$ cat src/rtl/apb_pkg.sv
`default_nettype none
// ============================================================================
//  Module   : apb_pkg
//  Purpose  : Shared types and constants for the round-robin APB master.
//  Revision : 1.0 - initial release
// ============================================================================
package apb_pkg;

    localparam int APB_ADDR_W = 32;
    localparam int APB_DATA_W = 32;

    // Encoding carried on rsp_err alongside rsp_valid
    localparam logic c_rsp_ok      = 1'b0;
    localparam logic c_rsp_timeout = 1'b1;

    typedef enum logic [1:0] {
        IDLE   = 2'd0,
        SETUP  = 2'd1,
        ACCESS = 2'd2
    } apb_state_e;

endpackage
`default_nettype wire

$ cat src/rtl/apb_rr_arbiter.sv
`default_nettype none
// ============================================================================
//  Module   : apb_rr_arbiter
//  Purpose  : Combinational round-robin pick; searches from last+1 upward.
//  Revision : 1.0 - initial release
// ============================================================================
module apb_rr_arbiter
    import apb_pkg::*;
#(
    parameter int NUM_REQ = 4,
    parameter int IDX_W   = (NUM_REQ > 1) ? $clog2(NUM_REQ) : 1
) (
    input  logic [NUM_REQ-1:0] req,
    input  logic [IDX_W-1:0]   last,
    output logic [NUM_REQ-1:0] grant,
    output logic [IDX_W-1:0]   grant_idx
);

    logic [IDX_W-1:0] w_cand;

    // Walk from the farthest candidate to the nearest so the nearest hit wins
    always_comb begin
        grant     = '0;
        grant_idx = '0;
        w_cand    = '0;
        for (int k = NUM_REQ; k >= 1; k--) begin
            w_cand = IDX_W'((int'(last) + k) % NUM_REQ);
            if (req[w_cand]) begin
                grant     = NUM_REQ'(1) << w_cand;
                grant_idx = w_cand;
            end
        end
    end

endmodule
`default_nettype wire

$ cat src/rtl/apb_rr_master.sv
`default_nettype none
// ============================================================================
//  Module   : apb_rr_master
//  Purpose  : Shares one APB bus between NUM_REQ requesters, round-robin,
//             with PREADY wait states and an ACCESS-phase timeout.
//  Revision : 1.0 - initial release
// ============================================================================
module apb_rr_master
    import apb_pkg::*;
#(
    parameter int NUM_REQ = 4,
    parameter int ADDR_W  = APB_ADDR_W,
    parameter int DATA_W  = APB_DATA_W,
    parameter int TIMEOUT = 16
) (
    input  logic                      clk,
    input  logic                      rst_n,
    input  logic [NUM_REQ-1:0]        req_valid,
    input  logic [NUM_REQ-1:0]        req_write,
    input  logic [NUM_REQ*ADDR_W-1:0] req_addr,
    input  logic [NUM_REQ*DATA_W-1:0] req_wdata,
    output logic [NUM_REQ-1:0]        req_ready,
    output logic [NUM_REQ-1:0]        rsp_valid,
    output logic [DATA_W-1:0]         rsp_rdata,
    output logic                      rsp_err,
    output logic [ADDR_W-1:0]         PADDR,
    output logic                      PWRITE,
    output logic [DATA_W-1:0]         PWDATA,
    output logic                      PSEL,
    output logic                      PENABLE,
    input  logic [DATA_W-1:0]         PRDATA,
    input  logic                      PREADY
);

    localparam int IDX_W = (NUM_REQ > 1) ? $clog2(NUM_REQ) : 1;
    localparam int CNT_W = (TIMEOUT > 1) ? $clog2(TIMEOUT + 1) : 1;

    apb_state_e       r_state;
    apb_state_e       w_state_nxt;
    logic [IDX_W-1:0] r_last;
    logic [CNT_W-1:0] r_wait_cnt;

    logic [NUM_REQ-1:0] w_grant;
    logic [IDX_W-1:0]   w_grant_idx;
    logic               w_timeout;
    logic               w_done;
    logic               w_arb;
    logic               w_take;

    apb_rr_arbiter #(
        .NUM_REQ (NUM_REQ),
        .IDX_W   (IDX_W)
    ) u_arb (
        .req       (req_valid),
        .last      (r_last),
        .grant     (w_grant),
        .grant_idx (w_grant_idx)
    );

    generate
        if (TIMEOUT > 0) begin : g_timeout
            assign w_timeout = (r_state == ACCESS) && !PREADY &&
                               (r_wait_cnt == CNT_W'(TIMEOUT - 1));
        end else begin : g_no_timeout
            assign w_timeout = 1'b0;
        end
    endgenerate

    assign w_done    = (r_state == ACCESS) && (PREADY || w_timeout);
    assign w_arb     = (r_state == IDLE) || w_done;
    assign w_take    = w_arb && (|req_valid);
    assign req_ready = w_arb ? w_grant : '0;

    always_comb begin
        w_state_nxt = r_state;
        case (r_state)
            IDLE:    if (w_take) w_state_nxt = SETUP;
            SETUP:   w_state_nxt = ACCESS;
            ACCESS:  if (w_done) w_state_nxt = w_take ? SETUP : IDLE;
            default: w_state_nxt = IDLE;
        endcase
    end

    always_ff @(posedge clk or negedge rst_n) begin
        if (!rst_n) begin
            r_state <= IDLE;
        end else begin
            r_state <= w_state_nxt;
        end
    end

    // Bus phase flags follow the next state so they are registered outputs
    always_ff @(posedge clk or negedge rst_n) begin
        if (!rst_n) begin
            PSEL       <= 1'b0;
            PENABLE    <= 1'b0;
            PADDR      <= '0;
            PWRITE     <= 1'b0;
            PWDATA     <= '0;
            r_last     <= IDX_W'(NUM_REQ - 1);
            r_wait_cnt <= '0;
            rsp_valid  <= '0;
            rsp_err    <= c_rsp_ok;
            rsp_rdata  <= '0;
        end else begin
            PSEL    <= (w_state_nxt != IDLE);
            PENABLE <= (w_state_nxt == ACCESS);

            if (w_take) begin
                r_last <= w_grant_idx;
                PADDR  <= req_addr[w_grant_idx*ADDR_W +: ADDR_W];
                PWDATA <= req_wdata[w_grant_idx*DATA_W +: DATA_W];
                PWRITE <= req_write[w_grant_idx];
            end

            // Only a stalled ACCESS that stays in ACCESS keeps counting
            if ((r_state == ACCESS) && (w_state_nxt == ACCESS)) begin
                r_wait_cnt <= r_wait_cnt + 1'b1;
            end else begin
                r_wait_cnt <= '0;
            end

            rsp_valid <= '0;
            rsp_err   <= c_rsp_ok;
            rsp_rdata <= '0;
            if (w_done) begin
                rsp_valid <= NUM_REQ'(1) << r_last;
                rsp_err   <= PREADY ? c_rsp_ok : c_rsp_timeout;
                if (PREADY && !PWRITE) begin
                    rsp_rdata <= PRDATA;
                end
            end
        end
    end

endmodule
`default_nettype wire

$ cat config.mk
export PLATFORM = sky130hd
export DESIGN_NAME = apb_rr_master
export DESIGN_NICKNAME = d
export VERILOG_FILES = /design/src/rtl/apb_pkg.sv /design/src/rtl/apb_rr_arbiter.sv /design/src/rtl/apb_rr_master.sv
export SDC_FILE = /design/constraint.sdc
export NUM_CORES = 1
export LEC_CHECK = 0
export ABC_AREA = 1
export ABC_CLOCK_PERIOD_IN_PS = 3400
export CAP_MARGIN = 10
export CORE_AREA = 5 5 153 155
export CTS_BUF_LIST = sky130_fd_sc_hd__clkbuf_4 sky130_fd_sc_hd__clkbuf_8
export DETAILED_ROUTE_END_ITERATION = 12
export DIE_AREA = 0 0 158 160
export DONT_BUFFER_PORTS = 1
export PLACE_DENSITY = 0.59
export SLEW_MARGIN = 20
export SYNTH_ARGS = -nofsm -noshare
export SYNTH_HDL_FRONTEND = slang
export SYNTH_HIERARCHICAL = 1
export SYNTH_SLANG_ARGS = --single-unit
$ cat constraint.sdc
create_clock -name clk -period 3.4 [get_ports clk]
set_input_delay 0.51 -clock clk [delete_from_list [all_inputs] [get_ports clk]]
set_output_delay 0.51 -clock clk [all_outputs]
set_load 0.05 [all_outputs]
After elaboration in Yosys (flattened, before gate mapping)
Cells that the tools add are included.
- flip-flop bits (word level): 113
- input port bits: 299
- output and inout port bits: 108
- word-level logic and storage cells: 74
- add/subtract/negate cells: 5
- magnitude comparators: 5
- equality and inequality tests: 4
- shift operators: 7
- muxes and demuxes: 29
- reductions and logical operators: 13
- operator list (operator ; count):
    indexed part select 128 x 8 -> 32 bit ; 2
    two-way mux 32 bit ; 2
    two-way mux 4 bit ; 6
    << shifter 1 x 2 -> 4 bit (first input constant) ; 5
    less-than comparator 2 x 3 -> 1 bit (second input constant) ; 5
    two-way mux 2 bit ; 6
    binary-select mux 1 bit (select 2 bit) ; 5
    two-way mux 1 bit ; 8
    logical AND 1 bit ; 6
    case mux 2 bit (3 select lines) ; 1
    adder 5 x 1 -> 5 bit (second input constant) ; 1
    equality test 5 x 4 -> 1 bit (second input constant) ; 1
    two-way mux 5 bit ; 1
    adder 2 x 1 -> 2 bit (second input constant) ; 2
    adder 2 bit (second input constant) ; 2
    equality test 2 bit (second input constant) ; 2
    OR reduction 4 bit ; 1
    equality test 2 x 1 -> 1 bit (second input constant) ; 1
    logical NOT 1 bit ; 2
    logical NOT 2 bit ; 1
    logical OR 1 bit ; 2
    nonzero test 2 bit ; 1

Logic depth before layout (Yosys ltp)
Gate-level depths: netlist of the first run.
- depth in word-level cells: 13
- mapped depth: 18
- gate-level depth less buffers: 15

Cells and area by module
The synthesis of the first run kept the hierarchy.
- by module, submodules not included (module ; instances ; cells an instance ; area each (sq um) ; seq. area each (sq um)):
    apb_rr_master ; 1 ; 1179 ; 7450.9 ; 2830.2
    apb_rr_arbiter ; 1 ; 83 ; 445.4 ; 0.0

Worst setup path after synthesis of the first run
Ideal clock, no wire load.
- kind: flip-flop to output port
- start point: register r_last[0]
- end point: output port req_ready[0]
- arrival: 2.405 ns
- required time: 2.890 ns
- setup slack: 0.485 ns
- stages on the path, launching flop included: 13
- path buffers: 0
- cells stage by stage: dfstp_2 -> inv_2 -> ha_1 -> inv_1 -> nand3_1 -> nand2_2 -> nor2_1 -> nand2_1 -> nand3_1 -> nand2_1 -> inv_1 -> inv_1 -> nor2_1
- word-level cells in the longest chain between the ends: 8
- elaborated cells between the ends (all ways): 21
- those cells by class: add/sub (4); shift (4); mux (13)
- ends and longest elaborated chain (what ; line ; RTL):
    start, declared ; apb_rr_master.sv:40 ; logic [IDX_W-1:0] r_last;
    start signal, assigned ; apb_rr_master.sv:100 ; r_last <= IDX_W'(NUM_REQ - 1);
    start signal, assigned ; apb_rr_master.sv:110 ; r_last <= w_grant_idx;
    adder 2 x 1 -> 2 bit ; apb_rr_arbiter.sv:27 ; w_cand = IDX_W'((int'(last) + k) % NUM_REQ);
    binary-select mux 1 bit (select 2 bit) ; apb_rr_arbiter.sv:28 ; if (req[w_cand]) begin
    two-way mux 1 bit (implied by the code) ; apb_rr_arbiter.sv:28 ;
    two-way mux 4 bit (3 in series) ; apb_rr_arbiter.sv:28 ;
    two-way mux 4 bit * ; apb_rr_arbiter.sv:28 ;
    net w_grant[0] ; apb_rr_master.sv:43 ; logic [NUM_REQ-1:0] w_grant;
    two-way mux 4 bit * ; apb_rr_master.sv:72 ; assign req_ready = w_arb ? w_grant : '0;
    end, declared ; apb_rr_master.sv:22 ; output logic [NUM_REQ-1:0] req_ready,
Mark *: on every way through the listed nets, which the timed path passes. The rest lies on a longest branch. The select of a mux whose other input is x is not followed.

Final worst setup path of the first run
- start point: register r_last[1]
- end point: output port req_ready[3]
The elaborated chain is that of the path after synthesis.

==> impl_metrics.py, run 1 <==
metrics = {
    "sta": {
        "fin_worst_skew_ns": 0.0193,
        "fmax_mhz": 319,
        "tightest_slew_ns": 0.871,
        "fin_crit_ns": 3.13,
        "maxSlewViolCount": 0,
        "setup_viol": 0,
        "max-slew-margin-rel": 0.419,
        "hold_ws_ns": -0.000154,
        "hold_viol_final": 1,
        "timing.final.crit_share": 0.921,
    },
    "layout": {
        "syn_to_final_growth_pct": 7.92,
        "fillers": 2315,
        "finalNetCount": 1545,
        "diodes": 0,
        "drive_gt1_frac": 0.0791,
    },
    "hold_path": {
        "hold_path.class": "in2async",
    },
    "global_routing": {
        "grt_max_degree": 114,
        "grt_pass1_wl_mm": 37.5,
        "first_global_vias": 6971,
        "grtUsageTotal": 0.187,
        "overflow": 0,
        "antenna_found_initial": 0,
    },
    "route": {
        "dr.pass1.iters": 5,
        "wl_per_cell_um": 16.1,
        "viasPerCell": 4.77,
        "ant_nets": 0,
        "drc": 0,
        "drtIter0Drc": 471,
        "num_vias": 7298,
        "routed_wl_mm": 24.6,
    },
    "critical_path": {
        "critPathLaunchType": "register",
        "setup.worst_path.start": "r_last[1]",
        "slowest_delay_ns": 0.60,
        "critPathBufInv": 5,
        "critPathArrivalTime_ns": 2.62,
        "crit_path_max_fanout": 7,
        "r2r-start": "r_last[1]",
        "cpMaxStageDelayCell": "dfstp_2",
        "crit_chain": "inv_1, ha_1, inv_1, nand2_1, nand2_2, inv_2, nand2_1, nor2_1, a21oi_1, inv_1, nor2_1, buf_4",
        "crit_type": "reg2out",
        "worstSetupEndpointType": "output port",
        "cpMostUsedCell": "inv_1",
        "cp_data_required_time_ns": 2.89,
        "crit_family": "buffers and inverters",
    },
    "job": {
        "drv.max_cap_violation_count": 0,
    },
    "cts": {
        "numCtsBuffers": 17,
        "tritoncts": "yes",
        "clockBufferDepth": 2,
        "cts_root_buf": "clkbuf_8",
        "cts_resized": 0,
        "clkSlewWorstSetupHoldPaths_ns": 0.08,
        "clock_sinks": 113,
        "insertion_delay_ns": 0.43,
        "cts_htree_levels": 4,
    },
    "placement": {
        "hpwlAfterDp_mm": 18.3,
        "port_buffers": 0,
        "gp_congestion": 0.899,
    },
    "floorplan": {
        "io_pins": 407,
        "die_w_um": 158,
        "initial_core_util": 0.364,
        "num_rows": 54,
        "core_area_um2": 21700,
        "die_h_um": 160,
        "fp.dieArea_um2": 25300,
    },
    "logic_synthesis": {
        "yosysWarnings": 6,
        "syn_area_um2": 7900,
        "syn_inst": 1262,
        "ys_seq_area_frac": 0.358,
        "synth_edf_count": 0,
        "synthFlopType": "dfrtp_1",
        "avgSynthCellArea_um2": 6.26,
        "yosysUniqueCellTypes": 28,
        "syn_nets": 1569,
        "async_flop_share": 1.00,
        "ys_seq_elements": 113,
    },
    "status": {
        "failed_checks": "negative hold slack",
        "outcome": "complete, but fails checks",
    },
}
cell usage in the layout (no fill, tap or decap), types with 8 or more instances in the layout:
master	netlist	routed
nor2_1	18	18
clkbuf_8	0	17
nor3b_1	13	13
ha_1	8	8
inv_1	284	283
buf_4	7	16
nand3_1	144	144
nor3b_2	20	20
nand2_1	556	554
dfrtp_1	111	111
flip-flops by register name, indices dropped and copies added (netlist names):
name / count
r_state: 2
r_wait_cnt: 5
rsp_valid: 4
rsp_err: 1
PADDR: 32
PSEL: 1
r_last: 2
PENABLE: 1
PWDATA: 32
PWRITE: 1
rsp_rdata: 32
worst reg2reg max path, stage by stage (launching register included):
cell and delay [ns]:
dfstp_2 0.60, inv_1 0.13, ha_1 0.36, inv_1 0.12, nand3_1 0.10, nand2_2 0.12
nor2_1 0.08, o21ai_0 0.27, nand2_4 0.22, inv_4 0.12, buf_12 0.30, nand2_1 0.19
nand3_1 0.12, nand2_1 0.07, nand2_1 0.06, nand2_1 0.05
layout make-up:
| class | instances | area [um2] | share of cell area |
|---|---|---|---|
| Tap cell | 280 | 350 | 0.0411 |
| Inverter | 290 | 1090 | 0.128 |
| Clock buffer | 18 | 241 | 0.0283 |
| Multi-Input combinational cell | 795 | 3600 | 0.422 |
| Sequential cell | 113 | 2830 | 0.332 |
| Clock inverter | 14 | 181 | 0.0213 |
| Timing Repair Buffer | 21 | 228 | 0.0267 |
layer usage:
metal,vias up,share of wire,GRT usage
li1,3617,-,-
met1,3344,0.40,0.227
met2,306,0.49,0.319
met3,31,0.087,0.0560
met4,0,0.018,0.0566
met5,-,0,0
metrics by stage:
stage	utilization	TNS (ns)	instance area [um2]	setup WS (ns)	instances
floorplan	-	0	7900	0.485	1262
CTS	0.392	0	8500	0.162	1528
finish	0.393	0	8520	0.270	1531
global placement	0.371	0	8050	0.386	1495
global route	0.393	-0.0104	8520	-0.0104	1531
detailed placement	0.371	0	8050	0.320	1495
worst paths after layout:
path	slack, ns	end	cells after the start
min in group clk	0.16	rsp_err	1
setup / recovery	0.27	req_ready[3]	12
max in group asynchronous	2.88	PADDR[20]	1
hold / removal	-0.0002	r_wait_cnt[2]	1
hold reg to reg	0.49	r_wait_cnt[0]	1
setup reg to reg	0.38	PWDATA[7]	15
kinds of logic (layout without fill, tap and decap cells):
group           after synthesis  after routing  synth area share
fa+ha+maj                     8              8            0.0127
compound gates                6              6           0.00380
simple gates                781            781             0.437
flops                       113            113             0.358
buf+inv                     354            343             0.188
synth_stat cells (all sizes together), types with 2 or more instances:
cell	count	area [um2]
nand3	149	778
nand2	565	2160
clkbuf	9	33.8
a21oi	5	25.0
nor3b	33	348
nor2	20	85.1
nand4	6	37.5
inv	289	1080
dfrtp	111	2780
ha	8	100
dfstp	2	52.6
or2	3	18.8
nor3	4	20.0
buf	55	362
timing repair:
action                                  4_1_cts  5_1_grt
buffers inserted                              0        3
hold buffers                                  1        0
endpoints found under the setup margin        0        3
hold endpoints to repair                    113        0
Power of run 1 is not shown: default switching activity piles up to over one toggle a cycle in this logic, so the estimate is an artifact.
==> run 2, diff against run 1 <==
--- a/config.mk
+++ b/config.mk
@@ -6,14 +6,14 @@
 export NUM_CORES = 1
 export LEC_CHECK = 0
 export ABC_AREA = 1
-export ABC_CLOCK_PERIOD_IN_PS = 3400
+export ABC_CLOCK_PERIOD_IN_PS = 2500
 export CAP_MARGIN = 10
 export CORE_AREA = 5 5 153 155
 export CTS_BUF_LIST = sky130_fd_sc_hd__clkbuf_4 sky130_fd_sc_hd__clkbuf_8
 export DETAILED_ROUTE_END_ITERATION = 12
 export DIE_AREA = 0 0 158 160
 export DONT_BUFFER_PORTS = 1
-export PLACE_DENSITY = 0.59
+export PLACE_DENSITY = 0.61
 export SLEW_MARGIN = 20
 export SYNTH_ARGS = -nofsm -noshare
 export SYNTH_HDL_FRONTEND = slang
==> constraint.sdc (replaced) <==
create_clock -name clk -period 2.5 [get_ports clk]
set_input_delay 0.375 -clock clk [delete_from_list [all_inputs] [get_ports clk]]
set_output_delay 0.375 -clock clk [all_outputs]
set_load 0.05 [all_outputs]
==> impl_metrics.py, run 2 (synthesis results as in run 1) <==
metrics = {
    "placement": {
        "gp_congestion": 0.894,
        "hpwlAfterDp_mm": 18.6,
        "placed_area_um2": 8400,
        "dp_slack_ns": 0.0245,
        "port_buffers": 0,
        "place_inst": 1524,
    },
    "sta": {
        "hold_viol_final": 113,
        "tightest_slew_ns": 0.607,
        "fin_worst_skew_ns": 0.0142,
        "hold_ws_ns": -0.368,
        "rsz0062_at_grt": "true",
        "setup_viol": 4,
        "setup_ws_ns": -0.135,
        "fin_crit_ns": 2.64,
        "maxSlewViolCount": 0,
        "fmax_mhz": 379,
        "max-slew-margin-rel": 0.595,
        "timing.final.crit_share": 1.05,
    },
    "critical_path": {
        "crit_type": "reg2out",
        "worstSetupEndpointType": "output port",
        "crit_chain": "inv_4, ha_4, nand3_1, nand2_2, buf_6, nand4_1, a21oi_2, inv_1, nor2_2, buf_12",
        "critPathArrivalTime_ns": 2.26,
        "critPathLaunchType": "register",
        "crit_path_max_fanout": 4,
        "r2r_setup_slack_ns": 0.02,
        "cp_data_required_time_ns": 2.12,
        "critPathBufInv": 4,
        "r2r-start": "r_last[0]",
        "worstRegToRegCells": 16,
        "cpMaxStageDelayCell": "dfstp_2",
        "r2r-end": "PADDR[14]",
        "slowest_delay_ns": 0.58,
        "crit_family": "flip-flops",
    },
    "cts": {
        "cts_hold_buf": 1,
        "clockBufferDepth": 2,
        "cts_htree_levels": 4,
        "numCtsBuffers": 17,
        "tritoncts": "yes",
        "clock_sinks": 113,
        "clkSlewWorstSetupHoldPaths_ns": 0.09,
        "cts_root_buf": "clkbuf_8",
        "insertion_delay_ns": 0.44,
    },
    "route": {
        "num_vias": 7380,
        "ant_nets": 0,
        "dr_wl_met2_mm": 12.2,
        "wl_met1_mm": 9.88,
        "dr.pass1.iters": 5,
        "drtIter0Drc": 349,
        "route.met3.wl_mm": 2.15,
        "drc": 0,
        "viasPerCell": 4.73,
        "routed_wl_mm": 24.6,
        "wl_per_cell_um": 15.8,
        "top_layer_used": "met4",
    },
    "layout": {
        "final_cell_count_no_fill": 1560,
        "finalNetCount": 1574,
        "syn_to_final_growth_pct": 12.7,
        "reg_top3": "PADDR (32), PWDATA (32), rsp_rdata (32)",
        "drive_gt1_frac": 0.110,
        "diodes": 0,
        "mostFrequentLayoutCells": "nand2_1, inv_1, nand3_1",
        "postLayoutCellArea_um2": 8900,
        "layout_commonest_cell": "nand2_1",
    },
    "global_routing": {
        "overflow": 0,
        "grt_max_degree": 114,
        "grt_pass1_wl_mm": 37.9,
        "first_global_vias": 7327,
        "grtUsageTotal": 0.187,
        "antenna_found_initial": 0,
    },
    "floorplan": {
        "fp.dieArea_um2": 25300,
        "die_h_um": 160,
        "num_rows": 54,
        "die_w_um": 158,
        "io_pins": 407,
        "core_area_um2": 21700,
        "initial_core_util": 0.364,
    },
    "status": {
        "failed_checks": "negative hold slack, negative setup slack",
        "outcome": "complete, but fails checks",
    },
    "job": {
        "drv.max_cap_violation_count": 0,
    },
    "hold_path": {
        "hold_path.class": "in2async",
    },
}
## run 2: changes by cell type in the layout (fill, tap and decap cells not counted), sizes merged
cell	delta
dlygate4sd3	+1
bufinv	-2
clkbuf	-1
buf	+28
inv	+8
clkinv	-4
clkinvlp	-1
## run 2: final cells by class
cell class | instances | area (um2)
fill | 2278 | 12800
multi-input combinational | 795 | 3670
sequential | 113 | 2830
inverter | 290 | 1100
timing repair buffer | 50 | 559
tap | 280 | 350
clock buffer | 17 | 234
clock inverter | 15 | 160
## run 2: how the worst max path moves through the flow
stage	startpoint	depth (start not counted)	endpoint	slack, ns
2_1_floorplan	r_last[0]	12	req_ready[0]	-0.03
3_3_place_gp	r_last[0]	14	PADDR[0]	0.05
3_5_place_dp	r_last[0]	15	PWDATA[29]	0.02
4_1_cts	r_last[0]	12	req_ready[3]	-0.15
5_1_grt	r_last[0]	10	req_ready[1]	-0.28
6_report	r_last[0]	10	req_ready[1]	-0.14
## run 2: routing by layer
metal	GRT usage	vias to the layer above
li1	-	3686
met1	0.223	3368
met2	0.327	299
met3	0.0574	27
met4	0.0465	0
met5	0	-
## run 2: repair_timing
item | CTS | global route
pin swaps | 18 | 2
resized for setup | 17 | 3
buffers inserted | 4 | 0
endpoints found under the setup margin | 4 | 69
endpoints found under the hold margin | 114 | 113
## run 2: through the flow
stage | hold WS, ns | setup TNS, ns | utilization
after global placement | 0.0821 | 0 | 0.387
after floorplan | 0.0794 | -0.0339 | -
final | -0.368 | -0.471 | 0.410
after global routing | -0.415 | -7.99 | 0.410
after CTS | -0.407 | -0.519 | 0.410
after detailed placement | 0.0822 | 0 | 0.387
Power of run 2 is left out for the same reason.
